## config.mk

```make
export PLATFORM = sky130hd
export DESIGN_NAME = pio_write_arbiter
export DESIGN_NICKNAME = d
export VERILOG_FILES = /design/src/rtl/pio_write_arbiter.sv
export SDC_FILE = /design/constraint.sdc
export NUM_CORES = 1
export LEC_CHECK = 0
export ABC_AREA = 1
export CORE_MARGIN = 1.5
export CORE_UTILIZATION = 25
export CTS_BUF_LIST = sky130_fd_sc_hd__clkbuf_8
export CTS_CLUSTER_DIAMETER = 100
export DETAILED_ROUTE_END_ITERATION = 8
export SLEW_MARGIN = 20
export SYNTH_ARGS = -nofsm -noshare
export SYNTH_HDL_FRONTEND = slang
export SYNTH_SLANG_ARGS = --single-unit
```

## constraint.sdc

```tcl
create_clock -name clk -period 2.33 [get_ports clk]
set_input_delay 0.466 -clock clk [delete_from_list [all_inputs] [get_ports clk]]
set_output_delay 0.466 -clock clk [all_outputs]
set_load 0.01 [all_outputs]
```

## src/rtl/pio_write_arbiter.sv

```systemverilog
// rtl/pio_write_arbiter.sv - round-robin arbiter sharing the PIO write port with masked RMW against a shadow register
module pio_write_arbiter #(
    parameter int          N_REQ     = 2,
    parameter int          GAP       = 1,
    parameter logic [31:0] RESET_VAL = 32'h0000_00A8
) (
    input  logic                 clk,
    input  logic                 rst,
    input  logic [N_REQ-1:0]     req,
    input  logic [32*N_REQ-1:0]  wdata,
    input  logic [32*N_REQ-1:0]  wmask,
    output logic [N_REQ-1:0]     ack,
    output logic                 pio_en,
    output logic [31:0]          pio_data,
    output logic [31:0]          shadow,
    output logic [1:0]           grant_id,
    output logic                 busy
);

    typedef enum logic [1:0] {S_IDLE, S_ISSUE, S_GAP} state_t;

    state_t      state, next_state;
    logic [1:0]  rr_ptr;
    logic [3:0]  gap_cnt;
    logic [3:0]  req_ext;
    logic [1:0]  win;
    logic        any_req;
    logic [2:0]  scan_sum;
    logic [1:0]  scan_idx;
    logic [31:0] merged;
    logic [3:0]  ack_full;
    logic [31:0] wd_arr [4];
    logic [31:0] wm_arr [4];

    assign req_ext = 4'(req);

    // Unused requester slots read as zero so the 2-bit winner index never selects garbage.
    for (genvar g = 0; g < 4; g++) begin : g_slot
        if (g < N_REQ) begin : g_used
            assign wd_arr[g] = wdata[32*g +: 32];
            assign wm_arr[g] = wmask[32*g +: 32];
        end else begin : g_unused
            assign wd_arr[g] = 32'h0;
            assign wm_arr[g] = 32'h0;
        end
    end

    // Scan upward from the rotation pointer, wrapping modulo N_REQ.
    always_comb begin
        any_req  = 1'b0;
        win      = 2'd0;
        scan_sum = 3'd0;
        scan_idx = 2'd0;
        for (int i = 0; i < N_REQ; i++) begin
            scan_sum = {1'b0, rr_ptr} + 3'(i);
            if (scan_sum >= 3'(N_REQ))
                scan_sum = scan_sum - 3'(N_REQ);
            scan_idx = scan_sum[1:0];
            if (!any_req && req_ext[scan_idx]) begin
                any_req = 1'b1;
                win     = scan_idx;
            end
        end
    end

    assign merged = (shadow & ~wm_arr[win]) | (wd_arr[win] & wm_arr[win]);

    always_ff @(posedge clk or posedge rst) begin
        if (rst)
            state <= S_IDLE;
        else
            state <= next_state;
    end

    always_comb begin
        next_state = state;
        case (state)
            S_IDLE:  if (any_req) next_state = S_ISSUE;
            S_ISSUE: next_state = (GAP == 0) ? S_IDLE : S_GAP;
            S_GAP:   if (gap_cnt == 4'(GAP - 1)) next_state = S_IDLE;
            default: next_state = S_IDLE;
        endcase
    end

    always_comb begin
        pio_en   = 1'b0;
        busy     = 1'b0;
        ack_full = 4'b0000;
        case (state)
            S_ISSUE: begin
                pio_en   = 1'b1;
                busy     = 1'b1;
                ack_full = 4'b0001 << grant_id;
            end
            S_GAP:   busy = 1'b1;
            default: ;
        endcase
    end

    assign ack = ack_full[N_REQ-1:0];

    always_ff @(posedge clk or posedge rst) begin
        if (rst) begin
            shadow   <= RESET_VAL;
            pio_data <= RESET_VAL;
            grant_id <= 2'd0;
            rr_ptr   <= 2'd0;
            gap_cnt  <= 4'd0;
        end else begin
            case (state)
                S_IDLE: begin
                    if (any_req) begin
                        grant_id <= win;
                        pio_data <= merged;
                    end
                end
                S_ISSUE: begin
                    shadow  <= pio_data;
                    rr_ptr  <= (grant_id == 2'(N_REQ - 1)) ? 2'd0 : grant_id + 2'd1;
                    gap_cnt <= 4'd0;
                end
                S_GAP:   gap_cnt <= gap_cnt + 4'd1;
                default: ;
            endcase
        end
    end

endmodule

```

==> out/metrics.cfg, run 1 <==
[logic_synthesis]
netlist_area_sq_um=4460
synth_warnings=0
syn_inst=671
syn_nets=808
ys_types=20
avgSynthCellArea_sq_um=6.65
synth-seq-cells=74
ys_seq_area_share_pct=41.7

[cts]
cts_root_buffer=clkbuf_8
path_clk_slew_ns=0.09
clock_sinks=74
cts_hold_buf=0
cts_tree=built
cts-htree-levels=3
numCtsBuffers=9
worst_skew_pair.late_latency_ns=0.36
clk_path_buf_depth=2

[setup_path]
cp_top_family=buffers and inverters
startpoint_type=flip-flop
cpMaxStageDelayCell=clkdlybuf4s50_1
crit_type=reg -> out
cp_max_fo=5
ff2ff_path_depth=8
required_ns=1.86
reg2reg_slack_ns=0.71
worstSetupEndpointType=output port
timing.rr.start=state[0]
path_cells=buf_4 > ha_4 > nand2_1 > nor2_1 > clkdlybuf4s50_1
crit_arrival_ns=1.77
critPathMaxStageDelay_ns=0.54
r2r_end=pio_data[8]
cp.buffers_inverters=2

[final_layout]
stdcell_count=1093
final_cell_area_sq_um=6900
nFillCells=1839
nets=1000
mostFrequentLayoutCells=nand2_1, clkdlybuf4s50_1, nand3_1
antennaDiodeCount=0
syn_to_final_growth_pct=54.7
utilization_pct=39.8
final_common_cell=nand2_1
seq_area_sq_um=1860
multi_input_area_sq_um=2000
final_layout_size_suffix_gt1_share_pct=5.30

[die]
core_area_sq_um=17400
die_y_um=137
fp.dieW_um=137
die_area_sq_um=18700
io_pins=202
rows=48
start_util_pct=25.7

[global_routing]
grt_usage_pct=15.6
antenna_found_initial=0
grt_pass1_wl_um=22500
grt_start_max_net_pins=67
globalRouteOverflowTotal=0
grt_pass1_vias=4499

[sta]
final.setup.worst_slack_ns=0.0945
hold_viol_final=0
tightest_slew_ns=0.390
tns_ns=0
rsz0062_at_grt=false
period_share_pct=95.9
slew_violations=0
hold_ws_ns=0.375
fmax_mhz=447
period_needed_ns=2.24
relSlewSlack_pct=74.0
setup_viol=0
clock_skew_ns=0.0168

[place]
hpwl_um=10200
io_buffers=201
gp_congestion=0.755
postPlaceCellArea_sq_um=6680
dp_slack_ns=0.358
dp.cells=1076

[route]
drtAntennaViolNets=0
drtIter0Drc=141
dr.pass1.iters=4
drt-total-wl_um=14100
drc=0
post_drt_via_cell_ratio=4.24
wl_per_cell_um=12.9
dr_total_vias=4635

[power]
power_mw=7.14
power.density_nw_per_um2=1030
vdd_ir_drop_max_uv=672
p_leak_nw=3.51

[run_status]
status=finished, final reports clean

[hold_path]
min_path_type=in -> async

[run]
cap_viol_max_count=0

## timing repair
action | in CTS | in global routing
buffers inserted | 0 | 1
resized for setup | 2 | 3
endpoints found under the setup margin | 2 | 2
endpoints found under the hold margin | 0 | 0
## Yosys cell counts
cell	instances	share of area, %
nand2_1	268	23
dfrtp_1	68	38
nor3_1	1	0.11
nor2_2	1	0.14
buf_6	3	0.76
nand4_1	1	0.14
nand3_1	131	15
a22oi_1	1	0.17
buf_4	11	1.9
o22ai_1	2	0.28
ha_1	5	1.4
a21oi_2	1	0.20
clkbuf_1	4	0.34
inv_1	109	9.2
a21oi_1	2	0.22
nor2_1	2	0.17
o21ai_0	38	4.3
dfstp_2	6	3.5
buf_2	16	1.8
inv_2	1	0.084
## area by class of cell
| cell class | count | share of cell area (%) |
|---|---|---|
| tap | 225 | 4.08 |
| multi-input combinational | 453 | 29.0 |
| clock inverter | 7 | 1.12 |
| inverter | 110 | 6.04 |
| clock buffer | 9 | 1.80 |
| timing repair buffer | 215 | 31.0 |
| sequential | 74 | 26.9 |
## flip-flops by register name, indices dropped and copies added (netlist names)
| register | flops |
|---|---|
| gap_cnt | 4 |
| grant_id | 2 |
| pio_data | 32 |
| rr_ptr | 2 |
| shadow | 32 |
| state | 2 |
## how the worst max path moves through the flow
stage	slack (ns)	to	startpoint	depth (start not counted)
4_1_cts	0.009	ack[0]	state[1]	5
3_3_place_gp	0.39	ack[1]	state[1]	5
2_1_floorplan	0.60	ack[1]	state[1]	5
3_5_place_dp	0.36	pio_data[18]	req[0]	8
5_1_grt	0.01	ack[0]	state[0]	5
6_report	0.09	ack[0]	state[0]	5
## layer usage
layer  up-vias  part of all wire, %  track usage, %
met2       130                   45            25.5
li1       2454                    -               -
met5         -                    0               0
met3         4                  7.5            4.59
met4         0                 0.43            3.37
met1      2047                   47            20.4
## kinds of logic after synthesis
logic type                 Yosys count  synth area share [%]
DFF                                 74                  41.7
AOI/OAI and AO/OA                   44                  5.13
buffers and inverters              144                  14.0
and+or+nand+nor                    404                  37.8
adders and majority gates            5                  1.40
## where the power goes
group	leakage (nW)	switching [mW]	internal (mW)
Combinational	2.50	1.99	1.81
Sequential	0.921	0.387	1.90
Clock	0.0885	0.545	0.502
Total	3.51	2.93	4.21
(Power assumes the default switching activity.)
==> run 2: changes to the inputs <==
- SETUP_SLACK_MARGIN: unset -> 0.05
==> out/metrics.cfg, run 2 (same netlist as run 1, synthesis figures left out) <==
[sta]
clock_skew_ns=0.0164  ; was 0.0168 ns
period_share_pct=92.0  ; was 95.9%
slew_violations=0  ; unchanged
tns_ns=0  ; unchanged
hold_viol_final=0  ; unchanged
rsz0062_at_grt=false  ; unchanged
setup_viol=0  ; unchanged
tightest_slew_ns=0.390  ; about the same
fmax_mhz=466  ; was 447 MHz
period_needed_ns=2.14  ; was 2.24 ns
hold_ws_ns=0.377  ; was 0.375 ns
relSlewSlack_pct=74.0  ; about the same

[cts]
numCtsBuffers=9  ; unchanged
clock_sinks=74  ; unchanged
post-cts-setup-buffers=0  ; unchanged
cts-htree-levels=3  ; unchanged
cts_root_buffer=clkbuf_8  ; unchanged
path_clk_slew_ns=0.09  ; about the same
cts_hold_buf=0  ; unchanged
cts_tree=built  ; unchanged
clk_path_buf_depth=2  ; unchanged
worst_skew_pair.late_latency_ns=0.36  ; about the same

[final_layout]
nets=999  ; was 1,000
syn_to_final_growth_pct=54.2  ; was 54.7%
stdcell_count=1092  ; was 1,093
final_common_cell=nand2_1  ; unchanged
antennaDiodeCount=0  ; unchanged
final_layout_size_suffix_gt1_share_pct=5.07  ; was 5.30%
biggestRegsByFlops=pio_data (32), shadow (32), gap_cnt (4)  ; unchanged
mostFrequentLayoutCells=nand2_1, clkdlybuf4s50_1, nand3_1  ; unchanged
nFillCells=1843  ; was 1,839
utilization_pct=39.6  ; was 39.8%

[setup_path]
required_ns=1.86  ; about the same
ff2ff_path_depth=8  ; unchanged
crit_arrival_ns=1.68  ; was 1.77 ns
crit_type=reg -> out  ; unchanged
startpoint_type=flip-flop  ; unchanged
cp_max_fo=5  ; unchanged
worstSetupEndpointType=output port  ; unchanged

[die]
fp.dieW_um=137  ; unchanged
io_pins=202  ; unchanged
die_area_sq_um=18700  ; unchanged
core_area_sq_um=17400  ; unchanged
die_y_um=137  ; unchanged
rows=48  ; unchanged
start_util_pct=25.7  ; unchanged

[place]
gp_congestion=0.755  ; unchanged
hpwl_um=10200  ; unchanged
io_buffers=201  ; unchanged
dp.cells=1076  ; unchanged

[power]
power_mw=7.09  ; was 7.14 mW
vdd_ir_drop_max_uv=671  ; was 672 uV
power.density_nw_per_um2=1030  ; about the same
p_leak_nw=3.50  ; was 3.51 nW

[global_routing]
antenna_found_initial=0  ; unchanged
grt_usage_pct=15.6  ; unchanged
grt_start_max_net_pins=67  ; unchanged
globalRouteOverflowTotal=0  ; unchanged
grt_pass1_vias=4499  ; unchanged
grt_pass1_wl_um=22500  ; unchanged

[route]
dr_total_vias=4640  ; was 4,635
drtAntennaViolNets=0  ; unchanged
post_drt_via_cell_ratio=4.25  ; was 4.24
drc=0  ; unchanged
dr.pass1.iters=4  ; unchanged
drtIter0Drc=145  ; was 141
drt-total-wl_um=14000  ; was 14,100 um
wl_per_cell_um=12.8  ; was 12.9 um

[run]
cap_viol_max_count=0  ; unchanged

[run_status]
status=finished, final reports clean  ; unchanged

[hold_path]
min_path_type=in -> async  ; unchanged

==> run 2: routing by layer <==
metal  global-route usage [%]  wire length, um  part of all wire [%]
met4                     3.37               62                  0.44
met1                     20.4             6590                    47
met5                        0                0                     0
met3                     4.59             1030                   7.3
met2                     25.5             6340                    45
==> run 2: worst max-delay path, stage by stage (launching register included) <==
cell and delay (ns):
dfrtp_1 0.40, inv_1 0.08, ha_2 0.23, clkdlybuf4s50_1 0.60
==> run 2: through the flow <==
| stage | setup slack, ns | cell area [sq um] |
|---|---|---|
| 6_report | 0.186 | 6880 |
| 5_1_grt | 0.105 | 6880 |
| 4_1_cts | 0.154 | 6880 |
| 3_5_place_dp | 0.358 | 6680 |
| 3_3_place_gp | 0.387 | 6680 |
| 2_1_floorplan | 0.600 | 4470 |
==> run 2: worst paths after layout <==
check | start | to | slack [ns]
worst min register to register | pio_data[5] | pio_data[5] | 0.48
worst min-delay path | rst | shadow[29] | 0.38
max in group asynchronous | rst | shadow[7] | 1.27
min in group clk | pio_data[5] | pio_data[5] | 0.48
worst max-delay path | state[1] | pio_en | 0.19
worst max register to register | state[0] | pio_data[8] | 0.70
==> run 2: layout make-up <==
class,count,area [sq um],share of cell area (%)
clock buffers,9,124,1.80
clock inverters,7,77.6,1.13
inverters,110,417,6.06
multi-input cells,453,1990,29.0
flip-flops and latches,74,1860,27.0
well taps,225,282,4.09
repair buffers,214,2130,30.9
==> run 2: power breakdown <==
part	internal [mW]	switching [mW]	total [mW]
combinational	1.78	1.98	3.77
clock	0.502	0.542	1.04
sequential	1.90	0.386	2.28
==> run 2: timing repair <==
item	4_1_cts	5_1_grt
setup endpoints to repair	3	0
gates resized for setup	4	0
endpoints found under the hold margin	0	0
